### config.mk
export PLATFORM = sky130hd
export DESIGN_NAME = de_regfile_scoreboard
export DESIGN_NICKNAME = d
export VERILOG_FILES = /design/src/rtl/de_regfile_scoreboard_pkg.sv /design/src/rtl/regfile_sb_counter.sv /design/src/rtl/de_regfile_scoreboard.sv
export SDC_FILE = /design/constraint.sdc
export NUM_CORES = 2
export LEC_CHECK = 0
export ABC_CLOCK_PERIOD_IN_PS = 47600
export CAP_MARGIN = 30
export CORE_MARGIN = 10
export CORE_UTILIZATION = 60
export CTS_BUF_LIST = sky130_fd_sc_hd__clkbuf_4
export DETAILED_ROUTE_END_ITERATION = 16
export MAX_ROUTING_LAYER = met4
export PLACE_DENSITY_LB_ADDON = 0.08
export SLEW_MARGIN = 20
export SYNTH_ARGS = -nofsm -noshare
export SYNTH_HDL_FRONTEND = slang
export SYNTH_SLANG_ARGS = --single-unit
### constraint.sdc
create_clock -name clk -period 47.6 [get_ports clk]
set_input_delay 9.52 -clock clk [delete_from_list [all_inputs] [get_ports clk]]
set_output_delay 9.52 -clock clk [all_outputs]
set_load 0.1 [all_outputs]
### src/rtl/de_regfile_scoreboard_pkg.sv
// Shared definitions for the decode-stage register file and scoreboard.
// Holds the datapath widths, the CSR address map, the packed WB->DE bus
// layout and a small CSR address decoder used by both read and write paths.
package de_regfile_scoreboard_pkg;

  localparam int unsigned DBITS     = 32;
  localparam int unsigned REGNOBITS = 5;
  localparam int unsigned REGWORDS  = 32;
  localparam int unsigned CSRNOBITS = 12;
  localparam int unsigned SBBITS    = 2;

  // Width of the packed WB->DE bus.
  localparam int unsigned WB_TO_DE_BITS = 1 + REGNOBITS + DBITS + CSRNOBITS + 1;

  localparam logic [CSRNOBITS-1:0] CSR_MSTATUS = 12'h300;
  localparam logic [CSRNOBITS-1:0] CSR_MTVEC   = 12'h305;
  localparam logic [CSRNOBITS-1:0] CSR_MEPC    = 12'h341;
  localparam logic [CSRNOBITS-1:0] CSR_MCAUSE  = 12'h342;

  localparam int unsigned NUM_CSRS = 4;

  // Field order of from_WB_to_DE, MSB first.
  typedef struct packed {
    logic                 wr_reg;
    logic [REGNOBITS-1:0] wregno;
    logic [DBITS-1:0]     regval;
    logic [CSRNOBITS-1:0] wcsrno;
    logic                 wr_csr;
  } wb_to_de_t;

  // One-hot select over {mcause, mepc, mtvec, mstatus}; all-zero when unmapped.
  function automatic logic [NUM_CSRS-1:0] csr_onehot(input logic [CSRNOBITS-1:0] addr);
    logic [NUM_CSRS-1:0] sel;
    sel    = '0;
    sel[0] = (addr == CSR_MSTATUS);
    sel[1] = (addr == CSR_MTVEC);
    sel[2] = (addr == CSR_MEPC);
    sel[3] = (addr == CSR_MCAUSE);
    return sel;
  endfunction

endpackage

### src/rtl/regfile_sb_counter.sv
// Saturating up/down pending-writer counter for one register.
// Ports: clk, reset (async, active-high), inc, dec, cnt (current count),
// overflow / underflow (single-cycle pulses when an inc/dec is refused).
module regfile_sb_counter
  import de_regfile_scoreboard_pkg::*;
#(
  parameter int unsigned Bits = SBBITS
) (
  input  logic            clk,
  input  logic            reset,
  input  logic            inc,
  input  logic            dec,
  output logic [Bits-1:0] cnt,
  output logic            overflow,
  output logic            underflow
);

  localparam logic [Bits-1:0] CntMax = '1;

  logic [Bits-1:0] cnt_q, cnt_d;

  always_comb begin
    cnt_d     = cnt_q;
    overflow  = 1'b0;
    underflow = 1'b0;
    // Simultaneous inc and dec cancel out.
    if (inc && !dec) begin
      if (cnt_q == CntMax) overflow = 1'b1;
      else                 cnt_d    = cnt_q + Bits'(1);
    end else if (dec && !inc) begin
      if (cnt_q == '0) underflow = 1'b1;
      else             cnt_d     = cnt_q - Bits'(1);
    end
  end

  always_ff @(posedge clk or posedge reset) begin
    if (reset) cnt_q <= '0;
    else       cnt_q <= cnt_d;
  end

  assign cnt = cnt_q;

endmodule

### src/rtl/de_regfile_scoreboard.sv
// Decode-stage write/commit end of the writeback interface.
// Holds the 32-entry integer register file and a 4-entry CSR bank, serves two
// register read ports and one CSR read port with same-cycle WB bypass, and
// tracks pending writers per register to produce stall_de.
// Ports: clk, reset (async, active-high), from_WB_to_DE (packed WB bus),
// rs1/rs2 read address/used/data, csr_rno/csr_rval, issue_* (DE issue info),
// stall_de, sticky sb_overflow/sb_underflow, reg10_val (registered x10).
module de_regfile_scoreboard
  import de_regfile_scoreboard_pkg::*;
(
  input  logic                     clk,
  input  logic                     reset,
  input  logic [WB_TO_DE_BITS-1:0] from_WB_to_DE,
  input  logic [REGNOBITS-1:0]     rs1_no,
  input  logic [REGNOBITS-1:0]     rs2_no,
  input  logic                     rs1_used,
  input  logic                     rs2_used,
  output logic [DBITS-1:0]         rs1_val,
  output logic [DBITS-1:0]         rs2_val,
  input  logic [CSRNOBITS-1:0]     csr_rno,
  output logic [DBITS-1:0]         csr_rval,
  input  logic                     issue_valid,
  input  logic                     issue_wr_reg,
  input  logic [REGNOBITS-1:0]     issue_wregno,
  output logic                     stall_de,
  output logic                     sb_overflow,
  output logic                     sb_underflow,
  output logic [DBITS-1:0]         reg10_val
);

  wb_to_de_t wb;
  assign wb = from_WB_to_DE;

  logic we;
  assign we = wb.wr_reg && (wb.wregno != '0);

  logic [DBITS-1:0] regs_q [REGWORDS];
  logic [DBITS-1:0] csr_q  [NUM_CSRS];

  logic [NUM_CSRS-1:0] csr_wsel, csr_rsel;
  assign csr_wsel = csr_onehot(wb.wcsrno);
  assign csr_rsel = csr_onehot(csr_rno);

  // ---------------------------------------------------------------------------
  // Storage
  // ---------------------------------------------------------------------------
  always_ff @(posedge clk or posedge reset) begin
    if (reset) begin
      for (int i = 0; i < REGWORDS; i++) regs_q[i] <= '0;
      for (int i = 0; i < NUM_CSRS; i++) csr_q[i] <= '0;
    end else begin
      if (we) regs_q[wb.wregno] <= wb.regval;
      if (wb.wr_csr) begin
        for (int i = 0; i < NUM_CSRS; i++) begin
          if (csr_wsel[i]) csr_q[i] <= wb.regval;
        end
      end
    end
  end

  // ---------------------------------------------------------------------------
  // Read ports with WB bypass
  // ---------------------------------------------------------------------------
  always_comb begin
    rs1_val = regs_q[rs1_no];
    if (rs1_no == '0)                   rs1_val = '0;
    else if (we && wb.wregno == rs1_no) rs1_val = wb.regval;

    rs2_val = regs_q[rs2_no];
    if (rs2_no == '0)                   rs2_val = '0;
    else if (we && wb.wregno == rs2_no) rs2_val = wb.regval;

    csr_rval = '0;
    for (int i = 0; i < NUM_CSRS; i++) begin
      if (csr_rsel[i]) csr_rval = csr_q[i];
    end
    // Unmapped addresses decode to zero select, so bypass is only taken for mapped CSRs.
    if (wb.wr_csr && (wb.wcsrno == csr_rno) && (csr_rsel != '0)) csr_rval = wb.regval;
  end

  assign reg10_val = regs_q[10];

  // ---------------------------------------------------------------------------
  // Scoreboard
  // ---------------------------------------------------------------------------
  logic [REGWORDS-1:1] inc_vec, dec_vec, ovf_vec, udf_vec;
  logic [SBBITS-1:0]   cnt [REGWORDS];

  always_comb begin
    inc_vec = '0;
    dec_vec = '0;
    if (issue_valid && issue_wr_reg && (issue_wregno != '0)) inc_vec[issue_wregno] = 1'b1;
    if (we) dec_vec[wb.wregno] = 1'b1;
  end

  assign cnt[0] = '0;

  for (genvar g = 1; g < REGWORDS; g++) begin : g_cnt
    regfile_sb_counter #(
      .Bits(SBBITS)
    ) u_cnt (
      .clk      (clk),
      .reset    (reset),
      .inc      (inc_vec[g]),
      .dec      (dec_vec[g]),
      .cnt      (cnt[g]),
      .overflow (ovf_vec[g]),
      .underflow(udf_vec[g])
    );
  end

  // A last pending write arriving this cycle is covered by the bypass.
  logic busy1, busy2;
  always_comb begin
    busy1 = (cnt[rs1_no] > SBBITS'(1)) ||
            ((cnt[rs1_no] == SBBITS'(1)) && !(we && wb.wregno == rs1_no));
    busy2 = (cnt[rs2_no] > SBBITS'(1)) ||
            ((cnt[rs2_no] == SBBITS'(1)) && !(we && wb.wregno == rs2_no));
  end

  assign stall_de = (rs1_used && busy1) || (rs2_used && busy2);

  logic ovf_q, udf_q;
  always_ff @(posedge clk or posedge reset) begin
    if (reset) begin
      ovf_q <= 1'b0;
      udf_q <= 1'b0;
    end else begin
      ovf_q <= ovf_q | (|ovf_vec);
      udf_q <= udf_q | (|udf_vec);
    end
  end

  assign sb_overflow  = ovf_q;
  assign sb_underflow = udf_q;

endmodule

==> metrics.csv <==
metric,value,unit
CTS Hold Bufs,0,
dpl hpwl,116700,um
net switching power,0.0009725,W
critical path endpoint category,output pin,
HP Class,flop to flop,
Logic pwr share,24.9,%
Pre-antenna DRT Iters,6,
Seq cells post-synth,1216,
clock power share,30.3,%
switching share of power,32.36,%
worst vdd ir,0.04186,mV
die width,352.1,um
multi-input logic area,33450,sq um
TritonCTS clock tree,done,
largest net degree at the start of global routing,173,
"EDFF count, synth",0,
register area,30430,sq um
Worst Path Buf+Inv,4,
Yosys cell types,60,
layout cells sized above 1,39.20,%
final worst setup slack,23.59,ns
Worst-path clk slew,0.05,ns
placed cell area,69290,sq um
Die Ht,352.1,um
Setup CP Type,primary input to output pin,
CP startpoint kind,primary input,
Post-Syn Instances,5243,
Final Hold Viols,0,
"Seq/Total Area, Yosys",45.99,%
Area Overhead vs Synth,10.97,%
prevailing post-synth register cell,dfrtp_1,
endpoints failing setup,0,
Clock Latency Late Sink,1.28,ns
vias,48090,
number of gates resized after cts,0,
max-slew violation count,0,
warnings from Yosys,0,
Max Fclk,0.04164,GHz
"most used cell, CP",clkdlybuf4s50_1,
Root Driver,clkbuf_4,
TritonCTS Sinks,1216,
final clock period utilization by the worst path,50.45,%
IO Count,215,
crit path DAT,14.49,ns
Fin Setup TNS,0,ns
initial drt markers,5555,
"CP delay by family, top",buffers and inverters,
"Cell Chain, Critical Path","clkdlybuf4s50_1, inv_6, buf_4, mux4_2, nand2_1, o221ai_1, clkdlybuf4s50_1",
Core Rows,121,
min Tclk post-route,24.01,ns
Worst Clk Skew,0.04415,ns
I/O Buffers,214,
critical path data required time,38.08,ns
CP max stage delay,1.27,ns
GPL Wtd Cong,0.9113,
Syn Area/Cell,12.62,sq um
initial antenna violation count,2,
Synth async-reset ratio,100.0,%
Via density,6.807,
Slew @ Worst Pin,1.151,ns
RSZ-0062 raised after global routing,no,
Initial Util,60.61,%
post-route cell area,73420,sq um
PD cells,40.94,nW/um^2
postcts setup bufs,0,
CP Max Fanout,39,
Synth top area share,45.99,%
Flop pwr share,44.8,%
vias in the first global route,48580,
DRC Markers,0,
max_slew headroom,23.27,%
largest cells by area after synthesis,"dfrtp_1 (46%), mux4_2 (23%), mux2_2 (13%), nand2_1 (7.1%), clkbuf_1 (2.6%)",
hold_ws,0.3962,ns
grt ovf,0,
most instantiated library cell after synthesis,nand2_1,
max_cap viols,0,
Inserted Clock Buffers,341,
"Cell Area, Synth",66160,sq um
maximum clock path buffer count,4,
Pint,0.002033,W
DP Worst Slack,23.50,ns
GRT Total Usage,34.32,%
status,"finished, final reports clean",
Detailed Route WL,208000,um
static leakage,33.07,nW
# H-tree levels,5,
first-pass GRT wire length,312200,um
post-route ant nets,0,
Mapped Nets,5327,
CP max-delay cell,clkdlybuf4s50_1,
# nets final,5456,
total die area,124000,sq um
wire length per cell,29.45,um
Tot Pwr,0.003006,W
cell accounting for the most synthesized area,dfrtp_1,
synth cell count leaders,"nand2_1 (1245), dfrtp_1 (1216), mux2_2 (773)",
Core Box Area,109200,sq um
fillers,8055,
==> per-layer routing <==
| layer | global-route usage [%] | vias up | part of all wire (%) |
|---|---|---|---|
| met3 | 6.916 | 689 | 9.6 |
| met2 | 52.78 | 2846 | 47 |
| met1 | 43.95 | 24960 | 38 |
| met5 | - | - | 0 |
| li1 | - | 19590 | - |
| met4 | 16.19 | 0 | 5.1 |
==> sequential cells by signal (all words and copies together) (netlist names) <==
register / cells
regs_q: 992
csr_q: 128
g_cnt.u_cnt.cnt: 62
reg10_val: 32
sb_overflow: 1
sb_underflow: 1
==> layout by cell type (no fill, tap or decap), types with 17 or more instances in the layout <==
master / count
o221ai_1: 32
clkdlybuf4s50_1: 200
nand2_2: 25
dfrtp_1: 1216
a221o_1: 32
or2_2: 17
a21oi_1: 61
mux4_2: 671
mux2_2: 773
mux2_4: 30
nor3_1: 38
nor2_1: 124
nor4_1: 23
a22oi_1: 63
o21ai_0: 75
buf_4: 119
clkbuf_4: 469
nand4_1: 35
clkinv_1: 67
nand2_1: 1217
inv_1: 44
==> power groups by stage <==
stage                     Combinational, W  Sequential, W  Clock, W
final                             0.000748        0.00135  0.000910
after global routing              0.000792        0.00137  0.000985
after CTS                         0.000747        0.00134  0.000927
after detailed placement          0.000745        0.00136         0
after global placement            0.000726        0.00135         0
after floorplan                   0.000596        0.00132         0
==> cells by family after synthesis <==
| logic type | Yosys count | synth area share [%] |
|---|---|---|
| simple gates | 1589 | 9.832 |
| mux | 1479 | 36.75 |
| flops | 1216 | 45.99 |
| buf+inv | 617 | 3.793 |
| compound gates | 320 | 3.338 |
| xor+xnor | 22 | 0.2912 |
==> cell type report <==
type | count | share of cell area (%)
Multi-Input combinational cell | 3410 | 45.57
Sequential cell | 1216 | 41.45
Timing Repair Buffer | 357 | 4.854
Clock buffer | 469 | 4.796
Tap cell | 1476 | 2.515
Clock inverter | 83 | 0.5470
Inverter | 46 | 0.2522
Antenna cell | 7 | 0.02386
==> per-stage QoR <==
stage                     utilization (%)  instances
after floorplan                         -       5243
after global placement              63.23       6482
after detailed placement            63.47       6494
after CTS                           67.07       7046
after global routing                67.25       7061
final                               67.26       7064
==> final timing paths <==
kind                                         from            to  slack (ns)  cells past startpoint
max in group asynchronous                   reset   regs_q[949]       35.21                      9
max reg2reg                g_cnt[11].u_cnt.cnt[1]  sb_underflow       45.81                      4
min                                  regs_q[1019]  regs_q[1019]        0.40                      0
min in group asynchronous                   reset   sb_overflow        8.79                      2
min reg2reg                          regs_q[1019]  regs_q[1019]        0.40                      0
max                                     rs2_no[2]   rs2_val[15]       23.59                      7
Power figures use the tool's default switching activity.
